==> config.mk <==
export PLATFORM = sky130hd
export DESIGN_NAME = uart_rx_frame_ctrl
export DESIGN_NICKNAME = d
export VERILOG_FILES = /design/src/rtl/uart_rx_frame_ctrl.sv
export SDC_FILE = /design/constraint.sdc
export NUM_CORES = 1
export LEC_CHECK = 0
export CAP_MARGIN = 20
export CORE_UTILIZATION = 40
export CTS_CLUSTER_DIAMETER = 120
export CTS_CLUSTER_SIZE = 25
export DETAILED_ROUTE_END_ITERATION = 10
export GPL_ROUTABILITY_DRIVEN = 0
export GPL_TIMING_DRIVEN = 0
export HOLD_SLACK_MARGIN = 0.08
export PLACE_DENSITY = 0.59
export REMOVE_ABC_BUFFERS = 1
export SETUP_SLACK_MARGIN = 0.1
export SYNTH_ARGS = -nofsm -noshare
export SYNTH_HDL_FRONTEND = slang
export SYNTH_SLANG_ARGS = --single-unit
==> constraint.sdc <==
create_clock -name system_clk -period 4.44 [get_ports system_clk]
set_clock_uncertainty 0.15 [all_clocks]
set_input_delay 0.444 -clock system_clk [delete_from_list [all_inputs] [get_ports system_clk]]
set_output_delay 0.444 -clock system_clk [all_outputs]
set_load 0.1 [all_outputs]
==> src/rtl/uart_rx_frame_ctrl.sv <==
// uart_rx_frame_ctrl
// Turns UART receiver byte completions into validated command frames
// (SOF, LEN, payload, checksum), buffers the payload until the checksum
// matches, then drains it downstream over a valid/ready stream.
//
// Ports:
//   system_clk    - single clock, rising edge
//   reset         - asynchronous active-high reset
//   rx_byte       - receiver data, stable while rx_complete is high
//   rx_complete   - receiver completion level (asynchronous, synchronized here)
//   rx_error_bit  - receiver status: 0 ok, 1 no data (ignored), 2 stop-bit error
//   frame_data    - payload byte at the drain pointer (0 outside DRAIN)
//   frame_valid   - frame_data is valid
//   frame_last    - current byte is the final payload byte
//   frame_ready   - downstream accepts on frame_valid & frame_ready
//   frame_done    - one-cycle pulse after the last byte is accepted
//   err_pulse     - one-cycle pulse on any error
//   err_code      - last error: 0 none, 1 BAD_LEN, 2 CSUM, 3 FRAMING, 4 TIMEOUT, 5 OVERRUN
//   frame_count   - frames fully drained, wraps at 16 bits
//   busy          - state is not IDLE
module uart_rx_frame_ctrl #(
   parameter logic [7:0] SOF            = 8'hA5,
   parameter int         MAX_LEN        = 16,
   parameter int         TIMEOUT_CYCLES = 100000
) (
   input  logic        system_clk,
   input  logic        reset,
   input  logic [7:0]  rx_byte,
   input  logic        rx_complete,
   input  logic [1:0]  rx_error_bit,
   output logic [7:0]  frame_data,
   output logic        frame_valid,
   output logic        frame_last,
   input  logic        frame_ready,
   output logic        frame_done,
   output logic        err_pulse,
   output logic [2:0]  err_code,
   output logic [15:0] frame_count,
   output logic        busy
);

   localparam int             AW        = $clog2(MAX_LEN);
   localparam int             TW        = $clog2(TIMEOUT_CYCLES + 1);
   localparam logic [TW-1:0]  TMO_LAST  = TW'(TIMEOUT_CYCLES - 1);
   localparam logic [7:0]     MAX_LEN_B = 8'(MAX_LEN);

   localparam logic [2:0] E_BAD_LEN = 3'd1;
   localparam logic [2:0] E_CSUM    = 3'd2;
   localparam logic [2:0] E_FRAMING = 3'd3;
   localparam logic [2:0] E_TIMEOUT = 3'd4;
   localparam logic [2:0] E_OVERRUN = 3'd5;

   typedef enum logic [2:0] {ST_IDLE, ST_LEN, ST_PAYLOAD, ST_CSUM, ST_DRAIN} state_t;

   state_t         state_reg, state_next;
   logic [2:0]     sync_reg;
   logic           stb_reg;
   logic [7:0]     byte_reg;
   logic [1:0]     errbit_reg;
   logic [7:0]     len_reg, len_next;
   logic [7:0]     csum_reg, csum_next;
   logic [7:0]     wr_idx_reg, wr_idx_next;
   logic [7:0]     rd_idx_reg, rd_idx_next;
   logic [TW-1:0]  tmo_reg, tmo_next;
   logic           err_pulse_reg, err_pulse_next;
   logic [2:0]     err_code_reg, err_code_next;
   logic           done_reg, done_next;
   logic [15:0]    count_reg, count_next;
   logic           mem_we;
   logic [7:0]     rd_data_reg;
   logic [7:0]     mem [0:(1<<AW)-1];

   // A strobe carrying status 1 (no data) is not a byte at all.
   logic byte_ok, stop_err;
   assign byte_ok  = stb_reg && (errbit_reg != 2'd1);
   assign stop_err = stb_reg && (errbit_reg == 2'd2);

   // Synchronizer stages 0/1, stage 2 remembers the previous level for
   // edge detection. The strobe is registered together with the data so
   // byte_reg/errbit_reg are valid exactly while stb_reg is high.
   always_ff @(posedge system_clk or posedge reset) begin
      if (reset) begin
         sync_reg      <= '0;
         stb_reg       <= 1'b0;
         byte_reg      <= '0;
         errbit_reg    <= '0;
         state_reg     <= ST_IDLE;
         len_reg       <= '0;
         csum_reg      <= '0;
         wr_idx_reg    <= '0;
         rd_idx_reg    <= '0;
         tmo_reg       <= '0;
         err_pulse_reg <= 1'b0;
         err_code_reg  <= '0;
         done_reg      <= 1'b0;
         count_reg     <= '0;
      end else begin
         sync_reg <= {sync_reg[1:0], rx_complete};
         stb_reg  <= sync_reg[1] & ~sync_reg[2];
         if (sync_reg[1] & ~sync_reg[2]) begin
            byte_reg   <= rx_byte;
            errbit_reg <= rx_error_bit;
         end
         state_reg     <= state_next;
         len_reg       <= len_next;
         csum_reg      <= csum_next;
         wr_idx_reg    <= wr_idx_next;
         rd_idx_reg    <= rd_idx_next;
         tmo_reg       <= tmo_next;
         err_pulse_reg <= err_pulse_next;
         err_code_reg  <= err_code_next;
         done_reg      <= done_next;
         count_reg     <= count_next;
      end
   end

   // Payload buffer. The read address is the next drain index so the
   // registered read already presents the right byte on DRAIN entry and
   // keeps up with one handshake per cycle.
   always_ff @(posedge system_clk) begin
      if (mem_we)
         mem[wr_idx_reg[AW-1:0]] <= byte_reg;
      rd_data_reg <= mem[rd_idx_next[AW-1:0]];
   end

   always_comb begin
      state_next     = state_reg;
      len_next       = len_reg;
      csum_next      = csum_reg;
      wr_idx_next    = wr_idx_reg;
      rd_idx_next    = rd_idx_reg;
      tmo_next       = tmo_reg;
      err_pulse_next = 1'b0;
      err_code_next  = err_code_reg;
      done_next      = 1'b0;
      count_next     = count_reg;
      mem_we         = 1'b0;

      case (state_reg)
         ST_IDLE: begin
            tmo_next = '0;
            if (stop_err) begin
               err_pulse_next = 1'b1;
               err_code_next  = E_FRAMING;
            end else if (byte_ok && byte_reg == SOF) begin
               state_next = ST_LEN;
            end
         end

         ST_LEN, ST_PAYLOAD, ST_CSUM: begin
            if (stop_err) begin
               err_pulse_next = 1'b1;
               err_code_next  = E_FRAMING;
               state_next     = ST_IDLE;
               tmo_next       = '0;
            end else if (byte_ok) begin
               // An arriving byte always beats a coinciding timeout.
               tmo_next = '0;
               case (state_reg)
                  ST_LEN: begin
                     if (byte_reg != 8'd0 && byte_reg <= MAX_LEN_B) begin
                        len_next    = byte_reg;
                        csum_next   = byte_reg;
                        wr_idx_next = '0;
                        state_next  = ST_PAYLOAD;
                     end else begin
                        err_pulse_next = 1'b1;
                        err_code_next  = E_BAD_LEN;
                        state_next     = ST_IDLE;
                     end
                  end
                  ST_PAYLOAD: begin
                     mem_we      = 1'b1;
                     csum_next   = csum_reg + byte_reg;
                     wr_idx_next = wr_idx_reg + 8'd1;
                     if (wr_idx_reg == len_reg - 8'd1)
                        state_next = ST_CSUM;
                  end
                  default: begin
                     if (byte_reg == csum_reg) begin
                        rd_idx_next = '0;
                        state_next  = ST_DRAIN;
                     end else begin
                        err_pulse_next = 1'b1;
                        err_code_next  = E_CSUM;
                        state_next     = ST_IDLE;
                     end
                  end
               endcase
            end else if (tmo_reg == TMO_LAST) begin
               err_pulse_next = 1'b1;
               err_code_next  = E_TIMEOUT;
               state_next     = ST_IDLE;
               tmo_next       = '0;
            end else begin
               tmo_next = tmo_reg + 1'b1;
            end
         end

         ST_DRAIN: begin
            tmo_next = '0;
            // Overrun drops the byte; the drain itself is unaffected.
            if (byte_ok) begin
               err_pulse_next = 1'b1;
               err_code_next  = E_OVERRUN;
            end
            if (frame_ready) begin
               if (rd_idx_reg == len_reg - 8'd1) begin
                  done_next   = 1'b1;
                  count_next  = count_reg + 16'd1;
                  rd_idx_next = '0;
                  state_next  = ST_IDLE;
               end else begin
                  rd_idx_next = rd_idx_reg + 8'd1;
               end
            end
         end

         default: state_next = ST_IDLE;
      endcase
   end

   assign frame_valid = (state_reg == ST_DRAIN);
   assign frame_data  = frame_valid ? rd_data_reg : 8'd0;
   assign frame_last  = frame_valid && (rd_idx_reg == len_reg - 8'd1);
   assign frame_done  = done_reg;
   assign err_pulse   = err_pulse_reg;
   assign err_code    = err_code_reg;
   assign frame_count = count_reg;
   assign busy        = (state_reg != ST_IDLE);

endmodule

==> reports/metrics.csv <==
metric;value;unit
library cells used by synthesis;66;
combinational share of power;28.1;%
drt via density;6.11;
Fin. Hold Viols;0;
CP max FO;25;
antenna-violating nets left;0;
Seq/Total Area, Yosys;50.5;%
Reg power frac;48.2;%
Switching Power;0.00177;W
vias;9311;
vias in the first global route;9185;
clock sink total;223;
area delta synth->final;12.0;%
cts hold-fix bufs;0;
Hold WS;207;ps
Commonest cells post-synth;edfxtp_1 (128), nand3_1 (103), mux2i_1 (90);
die area;0.0313;mm2
First-pass DRT Iterations;5;
max_slew headroom;32.1;%
# IOs;46;
die width;177;um
Avg WL per Cell;21.1;um
Avg Inst Size Synth;10.9;um2
TritonCTS Buffers;12;
global-route wire length before repair;50.4;mm
synth top area cells;edfxtp_1 (31%), dfrtp_1 (18%), mux2i_1 (7.4%);
layout cell share with drive strength beyond 1;7.75;%
clock network fraction of design power;23.8;%
peak supply drop;0.246;mV
reg2reg end;rd_data_reg[4];
max reg flops;128;
total track usage;20.4;%
HPWL after DPL;20.0;mm
Min-Delay Startpoint;sync_reg[0];
CP max-delay cell;dfrtp_1;
Async SR Flop Fraction;39.0;%
CTS tree;done;
drt total wl;32.2;mm
Register Area;0.00619;mm2
Overflow after GRT;0;
predominant post-synthesis flop cell;edfxtp_1;
RSZ-0062 raised after global routing;no;
Int Pwr;0.00338;W
I/O Buffers;45;
R2R Setup Slk;340;ps
area of the multi-input gates;0.00565;mm2
pin count of the biggest net entering global routing;74;
crit-path cells;inv_1 > ha_1 > or3b_1 > xnor2_1 > xor2_2 > and4_4 > nand3_1 > a32oi_4 > buf_12 > buf_16 > mux2i_1 > mux2i_1 > o211ai_1;
worst min path class;reg2reg;
chip height;177;um
critical path class;reg2reg;
Seq cells post-synth;223;
clk slew on worst S/H paths;100;ps
Ys Warns;0;
Final Cycle Share;92.3;%
most common cell in the netlist;edfxtp_1;
Place WS;-48.8;ps
worst reg2reg startpoint;len_reg[0];
Worst path most repeated cell;mux2i_1;
# H-tree levels;1;
PwrDens;375;mW/mm2
top-area cell type share of the netlist area;31.4;%
n_diodes;0;
Req. time, crit path;4670;ps
row cnt;63;
Achievable Freq;244;MHz
switching portion of total power;34.3;%
status;complete, no violations;
startpoint class of the critical path;flop;
R2R depth;13;
crit path DAT;4330;ps
root buffer cell;clkbuf_16;
number of synthesized flops with an enable pin;128;
Setup Viol. Count Final;0;
Hold Path Sink;sync_reg[1];
final setup margin;341;ps
core region area;0.0299;mm2
starting density of the core;41.0;%
Max Cap Viol;0;
leakage power;5.29;nW
initial antenna violation count;1;
Slew Limit Fails;0;
NumNets Final;1159;
Tmin final;4100;ps
Synth Instances;1125;
crit end category;flop;
CP peak stage delay;460;ps
Fill cells;2720;
clk buf depth;3;
Worst-Margin Slew;1010;ps
synthesized cell area;0.0122;mm2
post-synth top area cell;edfxtp_1;
DRC violations left;0;
Worst-Skew Late Latency;490;ps
Hold Crit Depth;0;
Iter 0 DRT Violations;690;
## routing by layer
layer	part of all wire [%]	wire length [um]	global-route usage, %	vias to the layer above
met5	0	0	0	-
met2	49	15700	34.9	271
met1	44	14300	27.1	4627
met3	4.5	1450	2.10	47
met4	2.2	723	6.18	0
li1	-	-	-	4366
## power groups by stage
stage,logic [W],registers [W],clock network [W]
after floorplan,0.000975,0.00248,0
after global placement,0.00135,0.00254,0
after detailed placement,0.00142,0.00252,0
after CTS,0.00143,0.00248,0.00125
after global routing,0.00154,0.00249,0.00131
final,0.00144,0.00248,0.00122
## final cells by class
cell class | count | area share (%)
well taps | 390 | 3.56
flip-flops and latches | 223 | 45.2
inverters | 25 | 0.748
multi-input cells | 792 | 41.2
clock buffers | 19 | 2.54
clock inverters | 1 | 0.0274
repair buffers | 75 | 6.78
## stage by stage
stage | cell area, um2 | TNS, ps | std cells | utilization, % | total power (W)
floorplan | 11900 | -50480 | 1039 | - | 0.00345
finish | 13700 | 0 | 1525 | 45.9 | 0.00515
detailed placement | 13300 | -93.9 | 1498 | 44.5 | 0.00394
global placement | 12800 | -172280 | 1474 | 42.9 | 0.00389
global route | 13700 | 0 | 1525 | 45.9 | 0.00534
CTS | 13700 | 0 | 1520 | 45.7 | 0.00515
## worst max-delay path, delay by kind of cell, from the launching register on
kind	cells	cell delay, ps
AO/OA/AOI/OAI	2	630
flip-flops	1	460
buffers and inverters	3	540
AND/OR/NAND/NOR	3	1030
XOR/XNOR	2	630
multiplexers	2	380
adder cells (fa/ha/maj)	1	180
## how the worst max path moves through the flow
stage,from,endpoint,slack [ps],depth (start not counted)
6_report,len_reg[0],rd_data_reg[4],340,13
5_1_grt,len_reg[0],rd_data_reg[4],90,13
4_1_cts,byte_reg[6],rd_data_reg[6],140,13
3_5_place_dp,state_reg[1],rd_data_reg[6],-50,14
3_3_place_gp,rd_idx_reg[0],rd_data_reg[6],-6210,8
2_1_floorplan,rd_idx_reg[0],rd_data_reg[0],-1930,8
## placed cells by master (no fill, tap or decap), types with 5 or more instances in the layout
cell and count:
xnor2_1 36, nor2_1 50, clkbuf_16 13, nand4_1 31, nand3_1 103, clkdlybuf4s50_1 44, a21oi_1 51, dfrtp_1 79
o22ai_1 5, a21o_1 35, o211ai_1 9, xor2_1 15, o2111ai_1 16, mux2_2 13, buf_4 8, a22o_1 5
nor3_1 10, and3_1 44, nor2b_1 8, inv_1 22, mux2i_1 90, and2_1 11, a311oi_1 32, buf_16 7
clkbuf_1 6, nand2b_1 6, dfxtp_1 8, buf_12 8, nand2_1 52, a221oi_1 64, ha_1 15, edfxtp_1 128
o21ai_0 38, dfrtp_2 7
## kinds of logic after synthesis
family	count (synthesis)	share of synthesized area, %
AOI/OAI and AO/OA	275	16.7
xor gates and xnor gates	54	4.09
adders and majority gates	17	1.78
buffers and inverters	111	3.80
DFF	223	50.5
muxes	103	8.55
and+or+nand+nor	342	14.6
## what timing repair did
action | CTS | global route
endpoints found under the setup margin | 8 | 7
gates resized for setup | 7 | 6
cloned | 0 | 1
pin swaps | 0 | 2
buffers inserted | 2 | 2
No activity file was read; power rests on OpenSTA's default activity.
